`config.mk`:
```
export PLATFORM = sky130hd
export DESIGN_NAME = dbus_arbiter_flat
export DESIGN_NICKNAME = d
export VERILOG_FILES = /design/src/rtl/dbus_arbiter_if.sv /design/src/rtl/dbus_arbiter.sv /design/src/flat_wrapper.sv
export SDC_FILE = /design/constraint.sdc
export NUM_CORES = 1
export LEC_CHECK = 0
export CAP_MARGIN = 20
export CORE_AREA = 4 4 124 126
export DETAILED_ROUTE_END_ITERATION = 7
export DIE_AREA = 0 0 128 130
export PLACE_DENSITY = 0.74
export SETUP_SLACK_MARGIN = 0.2
export SLEW_MARGIN = 30
export SYNTH_ARGS = -nofsm -noshare
export SYNTH_HDL_FRONTEND = slang
export SYNTH_SLANG_ARGS = --single-unit
```
`constraint.sdc`:
```
create_clock -name clk -period 1.9 [get_ports clk]
set_clock_uncertainty 0.05 [all_clocks]
set_input_delay 0.57 -clock clk [delete_from_list [all_inputs] [get_ports clk]]
set_output_delay 0.57 -clock clk [all_outputs]
set_load 0.005 [all_outputs]
```
`src/rtl/dbus_arbiter_if.sv`:
```
// dbus_arbiter_if: address/data handshake bundle shared by the two requesters
// and the downstream port of dbus_arbiter.
// master drives the request fields; slave answers with addr_ok/data_ok/rdata.
interface dbus_arbiter_if #(
  parameter int ADDR_W = 32,
  parameter int DATA_W = 32
);
  logic                  valid;
  logic [ADDR_W-1:0]     addr;
  logic [2:0]            size;
  logic [DATA_W/8-1:0]   strobe;
  logic [DATA_W-1:0]     data;
  logic                  addr_ok;
  logic                  data_ok;
  logic [DATA_W-1:0]     rdata;

  modport master (
    output valid, addr, size, strobe, data,
    input  addr_ok, data_ok, rdata
  );

  modport slave (
    input  valid, addr, size, strobe, data,
    output addr_ok, data_ok, rdata
  );
endinterface

```
`src/rtl/dbus_arbiter.sv`:
```
// dbus_arbiter: shares one downstream data-bus port between the memory stage
// (m_bus) and the instruction fetch stage (f_bus), one transaction at a time.
// Optional macro DBUS_ARB_ROUND_ROBIN_EN: alternate the winner on ties using
// a last_owner register (resets to F so M wins the first tie). Undefined:
// fixed priority, M over F.
module dbus_arbiter #(
  parameter int ADDR_W = 32,
  parameter int DATA_W = 32
) (
  input  logic                 clk,
  input  logic                 resetn,
  dbus_arbiter_if.slave        m_bus,
  dbus_arbiter_if.slave        f_bus,
  dbus_arbiter_if.master       d_bus,
  output logic                 busy
);
  localparam int STRB_W = DATA_W / 8;

  typedef enum logic [1:0] {IDLE = 2'd0, ADDR = 2'd1, DATA = 2'd2} state_t;
  typedef enum logic {OWN_M = 1'b0, OWN_F = 1'b1} owner_t;

  state_t              state_q, state_d;
  owner_t              owner_q, owner_d;
  logic [ADDR_W-1:0]   addr_q, addr_d;
  logic [2:0]          size_q, size_d;
  logic [STRB_W-1:0]   strobe_q, strobe_d;
  logic [DATA_W-1:0]   data_q, data_d;

  logic grant_m;
  logic grant_f;
  logic resp_ok;

`ifdef DBUS_ARB_ROUND_ROBIN_EN
  owner_t last_owner_q, last_owner_d;
`endif

  // Pick the winner in IDLE; resetn gating keeps addr_ok low while in reset.
  always_comb begin
    grant_m = 1'b0;
    grant_f = 1'b0;
    if (state_q == IDLE && resetn) begin
`ifdef DBUS_ARB_ROUND_ROBIN_EN
      if (m_bus.valid && f_bus.valid) begin
        grant_m = (last_owner_q == OWN_F);
        grant_f = (last_owner_q == OWN_M);
      end else begin
        grant_m = m_bus.valid;
        grant_f = f_bus.valid;
      end
`else
      grant_m = m_bus.valid;
      grant_f = f_bus.valid && !m_bus.valid;
`endif
    end
  end

  // Next-state, request buffer capture and response detection.
  always_comb begin
    state_d  = state_q;
    owner_d  = owner_q;
    addr_d   = addr_q;
    size_d   = size_q;
    strobe_d = strobe_q;
    data_d   = data_q;
    resp_ok  = 1'b0;
`ifdef DBUS_ARB_ROUND_ROBIN_EN
    last_owner_d = last_owner_q;
`endif
    unique case (state_q)
      IDLE: begin
        if (grant_m) begin
          state_d  = ADDR;
          owner_d  = OWN_M;
          addr_d   = m_bus.addr;
          size_d   = m_bus.size;
          strobe_d = m_bus.strobe;
          data_d   = m_bus.data;
`ifdef DBUS_ARB_ROUND_ROBIN_EN
          last_owner_d = OWN_M;
`endif
        end else if (grant_f) begin
          state_d  = ADDR;
          owner_d  = OWN_F;
          addr_d   = f_bus.addr;
          size_d   = f_bus.size;
          strobe_d = f_bus.strobe;
          data_d   = f_bus.data;
`ifdef DBUS_ARB_ROUND_ROBIN_EN
          last_owner_d = OWN_F;
`endif
        end
      end
      ADDR: begin
        // data_ok without addr_ok here is a protocol error and is ignored.
        if (d_bus.addr_ok) begin
          if (d_bus.data_ok) begin
            resp_ok = 1'b1;
            state_d = IDLE;
          end else begin
            state_d = DATA;
          end
        end
      end
      DATA: begin
        if (d_bus.data_ok) begin
          resp_ok = 1'b1;
          state_d = IDLE;
        end
      end
      default: state_d = IDLE;
    endcase
  end

  // State and request buffer registers.
  always_ff @(posedge clk or negedge resetn) begin
    if (!resetn) begin
      state_q  <= IDLE;
      owner_q  <= OWN_M;
      addr_q   <= '0;
      size_q   <= '0;
      strobe_q <= '0;
      data_q   <= '0;
`ifdef DBUS_ARB_ROUND_ROBIN_EN
      last_owner_q <= OWN_F;
`endif
    end else begin
      state_q  <= state_d;
      owner_q  <= owner_d;
      addr_q   <= addr_d;
      size_q   <= size_d;
      strobe_q <= strobe_d;
      data_q   <= data_d;
`ifdef DBUS_ARB_ROUND_ROBIN_EN
      last_owner_q <= last_owner_d;
`endif
    end
  end

  assign m_bus.addr_ok = grant_m;
  assign f_bus.addr_ok = grant_f;
  assign m_bus.data_ok = resp_ok && (owner_q == OWN_M);
  assign f_bus.data_ok = resp_ok && (owner_q == OWN_F);
  assign m_bus.rdata   = m_bus.data_ok ? d_bus.rdata : '0;
  assign f_bus.rdata   = f_bus.data_ok ? d_bus.rdata : '0;

  assign d_bus.valid   = (state_q == ADDR);
  assign d_bus.addr    = addr_q;
  assign d_bus.size    = size_q;
  assign d_bus.strobe  = strobe_q;
  assign d_bus.data    = data_q;

  assign busy          = (state_q != IDLE);
endmodule
```
`src/flat_wrapper.sv`:
```
// flat-port wrapper written by rule: the top's interface ports become plain ports
module dbus_arbiter_flat 
#(
  parameter int ADDR_W = 32,
  parameter int DATA_W = 32
)
  (clk, resetn, busy, m_bus_valid, m_bus_addr, m_bus_size, m_bus_strobe, m_bus_data, m_bus_addr_ok, m_bus_data_ok, m_bus_rdata, f_bus_valid, f_bus_addr, f_bus_size, f_bus_strobe, f_bus_data, f_bus_addr_ok, f_bus_data_ok, f_bus_rdata, d_bus_valid, d_bus_addr, d_bus_size, d_bus_strobe, d_bus_data, d_bus_addr_ok, d_bus_data_ok, d_bus_rdata);
  dbus_arbiter_if #(.ADDR_W(ADDR_W), .DATA_W(DATA_W)) m_bus_i ();
  dbus_arbiter_if #(.ADDR_W(ADDR_W), .DATA_W(DATA_W)) f_bus_i ();
  dbus_arbiter_if #(.ADDR_W(ADDR_W), .DATA_W(DATA_W)) d_bus_i ();
  input  logic clk;
  input  logic resetn;
  output logic busy;
  input wire logic [$bits(m_bus_i.valid)-1:0] m_bus_valid;
  input wire logic [$bits(m_bus_i.addr)-1:0] m_bus_addr;
  input wire logic [$bits(m_bus_i.size)-1:0] m_bus_size;
  input wire logic [$bits(m_bus_i.strobe)-1:0] m_bus_strobe;
  input wire logic [$bits(m_bus_i.data)-1:0] m_bus_data;
  output wire logic [$bits(m_bus_i.addr_ok)-1:0] m_bus_addr_ok;
  output wire logic [$bits(m_bus_i.data_ok)-1:0] m_bus_data_ok;
  output wire logic [$bits(m_bus_i.rdata)-1:0] m_bus_rdata;
  input wire logic [$bits(f_bus_i.valid)-1:0] f_bus_valid;
  input wire logic [$bits(f_bus_i.addr)-1:0] f_bus_addr;
  input wire logic [$bits(f_bus_i.size)-1:0] f_bus_size;
  input wire logic [$bits(f_bus_i.strobe)-1:0] f_bus_strobe;
  input wire logic [$bits(f_bus_i.data)-1:0] f_bus_data;
  output wire logic [$bits(f_bus_i.addr_ok)-1:0] f_bus_addr_ok;
  output wire logic [$bits(f_bus_i.data_ok)-1:0] f_bus_data_ok;
  output wire logic [$bits(f_bus_i.rdata)-1:0] f_bus_rdata;
  output wire logic [$bits(d_bus_i.valid)-1:0] d_bus_valid;
  output wire logic [$bits(d_bus_i.addr)-1:0] d_bus_addr;
  output wire logic [$bits(d_bus_i.size)-1:0] d_bus_size;
  output wire logic [$bits(d_bus_i.strobe)-1:0] d_bus_strobe;
  output wire logic [$bits(d_bus_i.data)-1:0] d_bus_data;
  input wire logic [$bits(d_bus_i.addr_ok)-1:0] d_bus_addr_ok;
  input wire logic [$bits(d_bus_i.data_ok)-1:0] d_bus_data_ok;
  input wire logic [$bits(d_bus_i.rdata)-1:0] d_bus_rdata;
  assign m_bus_i.valid = m_bus_valid;
  assign m_bus_i.addr = m_bus_addr;
  assign m_bus_i.size = m_bus_size;
  assign m_bus_i.strobe = m_bus_strobe;
  assign m_bus_i.data = m_bus_data;
  assign m_bus_addr_ok = m_bus_i.addr_ok;
  assign m_bus_data_ok = m_bus_i.data_ok;
  assign m_bus_rdata = m_bus_i.rdata;
  assign f_bus_i.valid = f_bus_valid;
  assign f_bus_i.addr = f_bus_addr;
  assign f_bus_i.size = f_bus_size;
  assign f_bus_i.strobe = f_bus_strobe;
  assign f_bus_i.data = f_bus_data;
  assign f_bus_addr_ok = f_bus_i.addr_ok;
  assign f_bus_data_ok = f_bus_i.data_ok;
  assign f_bus_rdata = f_bus_i.rdata;
  assign d_bus_valid = d_bus_i.valid;
  assign d_bus_addr = d_bus_i.addr;
  assign d_bus_size = d_bus_i.size;
  assign d_bus_strobe = d_bus_i.strobe;
  assign d_bus_data = d_bus_i.data;
  assign d_bus_i.addr_ok = d_bus_addr_ok;
  assign d_bus_i.data_ok = d_bus_data_ok;
  assign d_bus_i.rdata = d_bus_rdata;
  dbus_arbiter #(.ADDR_W(ADDR_W), .DATA_W(DATA_W)) u_core (.clk(clk), .resetn(resetn), .m_bus(m_bus_i), .f_bus(f_bus_i), .d_bus(d_bus_i), .busy(busy));
endmodule
```
==> impl_metrics.csv, run 1 <==
group,metric,value,unit
drt,ant_nets,0,
grt,grt_pass1_wl,26700,um
pwr,leakage,4.08,nW
worst_setup_path,reg2regPathDepth,8,
final_layout,final_nets,1039,
logic_synthesis,yosysMostFrequentCell,"a21oi_1",
timing,rsz0062_at_grt,"true",
placed_design,portBuffers,320,
logic_synthesis,syn_area_per_cell,7.94,sq um
cts,cts.path.max_buffers,2,
drt,totalWireLength,21600,um
grt,grtUsageMet1,23.2,%
final_layout,fill_cells,1138,
grt,grt.met2_usage,36.1,%
drt,routed_via_density,4.79,
placed_design,dp_hpwl,12400,um
die,start_util,26.6,%
cts,cts.htree.levels,3,
logic_synthesis,syn-cell-area,0.00381,sq mm
worst_setup_path,required,1.28,ns
die,die_h,130,um
timing,max_slew_margin,51.5,%
hold_path,hold_path_class,"in2async",
logic_synthesis,synth_top_area_share,48.6,%
logic_synthesis,ys_seq_elements,74,
final_layout,post-route-util,63.7,%
timing,min_period,2.61,ns
die,rows,44,
outcome,violations,"setup timing",
cts,numCtsBuffers,9,
logic_synthesis,ys_seq_area_share,48.6,%
worst_setup_path,rr_startpoint,"u_core.state_q[0]$_DFFE_PN0P_",
logic_synthesis,synthTopCellsByArea,"dfrtp_1, a21oi_1, and2_1",
worst_setup_path,cp-start-kind,"flip-flop",
final_layout,diodes,0,
cts,cts_sinks,74,
timing,finalHoldViolCount,0,
timing,period_share,137,%
cts,clkTransAtPathRegs,0.05,ns
grt,grt_pass1_vias,4743,
logic_synthesis,synth_cells,480,
drt,first_iter_violations,267,
logic_synthesis,syn_nets,664,
flow_run,max_cap_violations,0,
grt,met3_usage,6.79,%
timing,setup_viol,71,
grt,top_usage_layer,"met2",
logic_synthesis,async_flop_share,100,%
timing,timing.setup.tns,-43.36,ns
die,die_x,128,um
cts,insertion_delay,0.33,ns
logic_synthesis,synth_cell_types,20,
logic_synthesis,synth_area_leader_cell,"dfrtp_1",
worst_setup_path,r2r_setup_slack,-0.01,ns
final_layout,syn_to_final_growth,139,%
grt,antenna_found_initial,0,
drt,wl_per_cell,20.7,um
pwr,ir_worst_vdd,0.000662,V
cts,cts_tree,"yes",
grt,grt_usage,20.9,%
logic_synthesis,synth_edf_count,0,
drt,via_count,5001,
placed_design,dpl.cell_count,979,
pwr,powerDensity,1110,mW/mm^2
die,design.die.area,0.0166,sq mm
die,io_pins,321,
grt,grt_max_degree,73,
logic_synthesis,yosys_warnings,0,
placed_design,place_congestion,0.911,
final_layout,drive_gt1_share,35.2,%
worst_setup_path,reg2reg_to,"u_core.state_q[0]$_DFFE_PN0P_",
final_layout,instances_no_fill,1044,
timing,worst_pin_slew,0.728,ns
drt,drc,0,
timing,finalHoldWorstSlack,0.245,ns
worst_setup_path,critPathMaxFanout,6,
cts,cts_root_buffer,"clkbuf_16",
grt,overflow,0,
worst_setup_path,end_kind,"primary output",
cts,cts_hold_buf,0,
outcome,status,"finished, violations left",
logic_synthesis,ys.flop_type,"dfrtp_1",
placed_design,place_area,0.00743,sq mm
logic_synthesis,ys_top_cells_by_count,"a21oi_1, dfrtp_1, nand2_1",
die,core,0.0143,sq mm
timing,drv_slew,0,
worst_setup_path,arrival,1.99,ns
final_layout,post-route-cell-area,0.00912,sq mm
timing,timing.final.ws_setup,-0.709,ns
drt,firstDrtPassIters,4,
worst_setup_path,path_class,"reg2out",
timing,fmax,383,MHz
## routing by layer
metal / wire length (um) / vias to the layer above
met5: 0 / -
met4: 873 / 0
li1: - / 2347
met1: 7740 / 2354
met3: 2060 / 47
met2: 10900 / 253
## registers in the layout, summed over array words and instances (netlist names)
| signal | flops |
|---|---|
| u_core.state_q | 2 |
| u_core.d_bus.strobe | 4 |
| u_core.d_bus.size | 3 |
| u_core.d_bus.addr | 32 |
| u_core.owner_q | 1 |
| u_core.d_bus.data | 32 |
## power breakdown
group	switching [mW]	internal, mW
logic	2.54	3.12
clock network	0.699	1.02
registers	0.401	2.35
## layout by cell type, fill, tap and decap left out, types with 6 or more instances in the layout
master           synthesis  layout
buf_4                    0      24
dlygate4sd2_1            0      75
a21oi_2                  0      53
buf_16                   0       6
and2_4                   0      59
a21oi_4                  0      12
dfrtp_1                 74      74
a21oi_1                143      78
buf_6                    0      87
clkbuf_16                0      21
buf_12                   0      11
clkdlybuf4s50_1          0     174
nand2_1                 73      72
nor2_1                  71      71
## layout make-up
class                      count  area (sq um)  share of cell area (%)
clock inverter                 6          65.1                   0.713
sequential                    74          1850                    20.3
inverter                       6          35.0                   0.384
clock buffer                  10           229                    2.51
tap                          184           230                    2.52
timing repair buffer         399          4330                    47.5
multi-input combinational    365          2380                    26.1
## metrics by stage
stage | total power, mW | setup WS [ns]
after global placement | 7.35 | -1.04
after global routing | 10.7 | -0.805
final | 10.1 | -0.709
after CTS | 9.15 | -0.741
after floorplan | 4.43 | -0.0892
after detailed placement | 7.41 | -1.03
## critical path, stage by stage, from the launching register on
cell and delay (ns):
dfrtp_1 0.37, inv_2 0.08, ha_4 0.28, nand2_4 0.06
nor3b_4 0.27, buf_6 0.16, buf_6 0.10, buf_6 0.12
and2_4 0.14, buf_6 0.09
## how the worst max path moves through the flow
stage / startpoint / endpoint / cells past startpoint
final: u_core.state_q[0]$_DFFE_PN0P_ / f_bus_rdata[3] / 9
after global routing: u_core.state_q[0]$_DFFE_PN0P_ / f_bus_rdata[23] / 9
after CTS: u_core.state_q[0]$_DFFE_PN0P_ / m_bus_rdata[21] / 9
after detailed placement: d_bus_data_ok / m_bus_rdata[28] / 6
after global placement: d_bus_data_ok / m_bus_rdata[28] / 6
after floorplan: u_core.state_q[1]$_DFFE_PN0P_ / f_bus_rdata[22] / 6
## cell families after synthesis
group / after synthesis / synth area share [%]
and+or+nand+nor: 212 / 25.4
AOI/OAI and AO/OA: 147 / 19.8
DFF: 74 / 48.6
buffers and inverters: 41 / 4.27
adders and majority gates: 4 / 1.31
muxes: 2 / 0.558
## what timing repair did
item                       4_1_cts  5_1_grt
cloned                           8       17
gates resized for setup        460      161
setup endpoints to repair      215      143
pin swaps                       39      114
setup buffers                   17        7
(Power assumes the default switching activity.)
==> run 2, diff against run 1 <==
CAP_MARGIN = 5   (was 20)
GPL_ROUTABILITY_DRIVEN = 0   (was default)
==> results of run 2 <==
The final DEF is identical to that of run 1; final timing and power are the same.
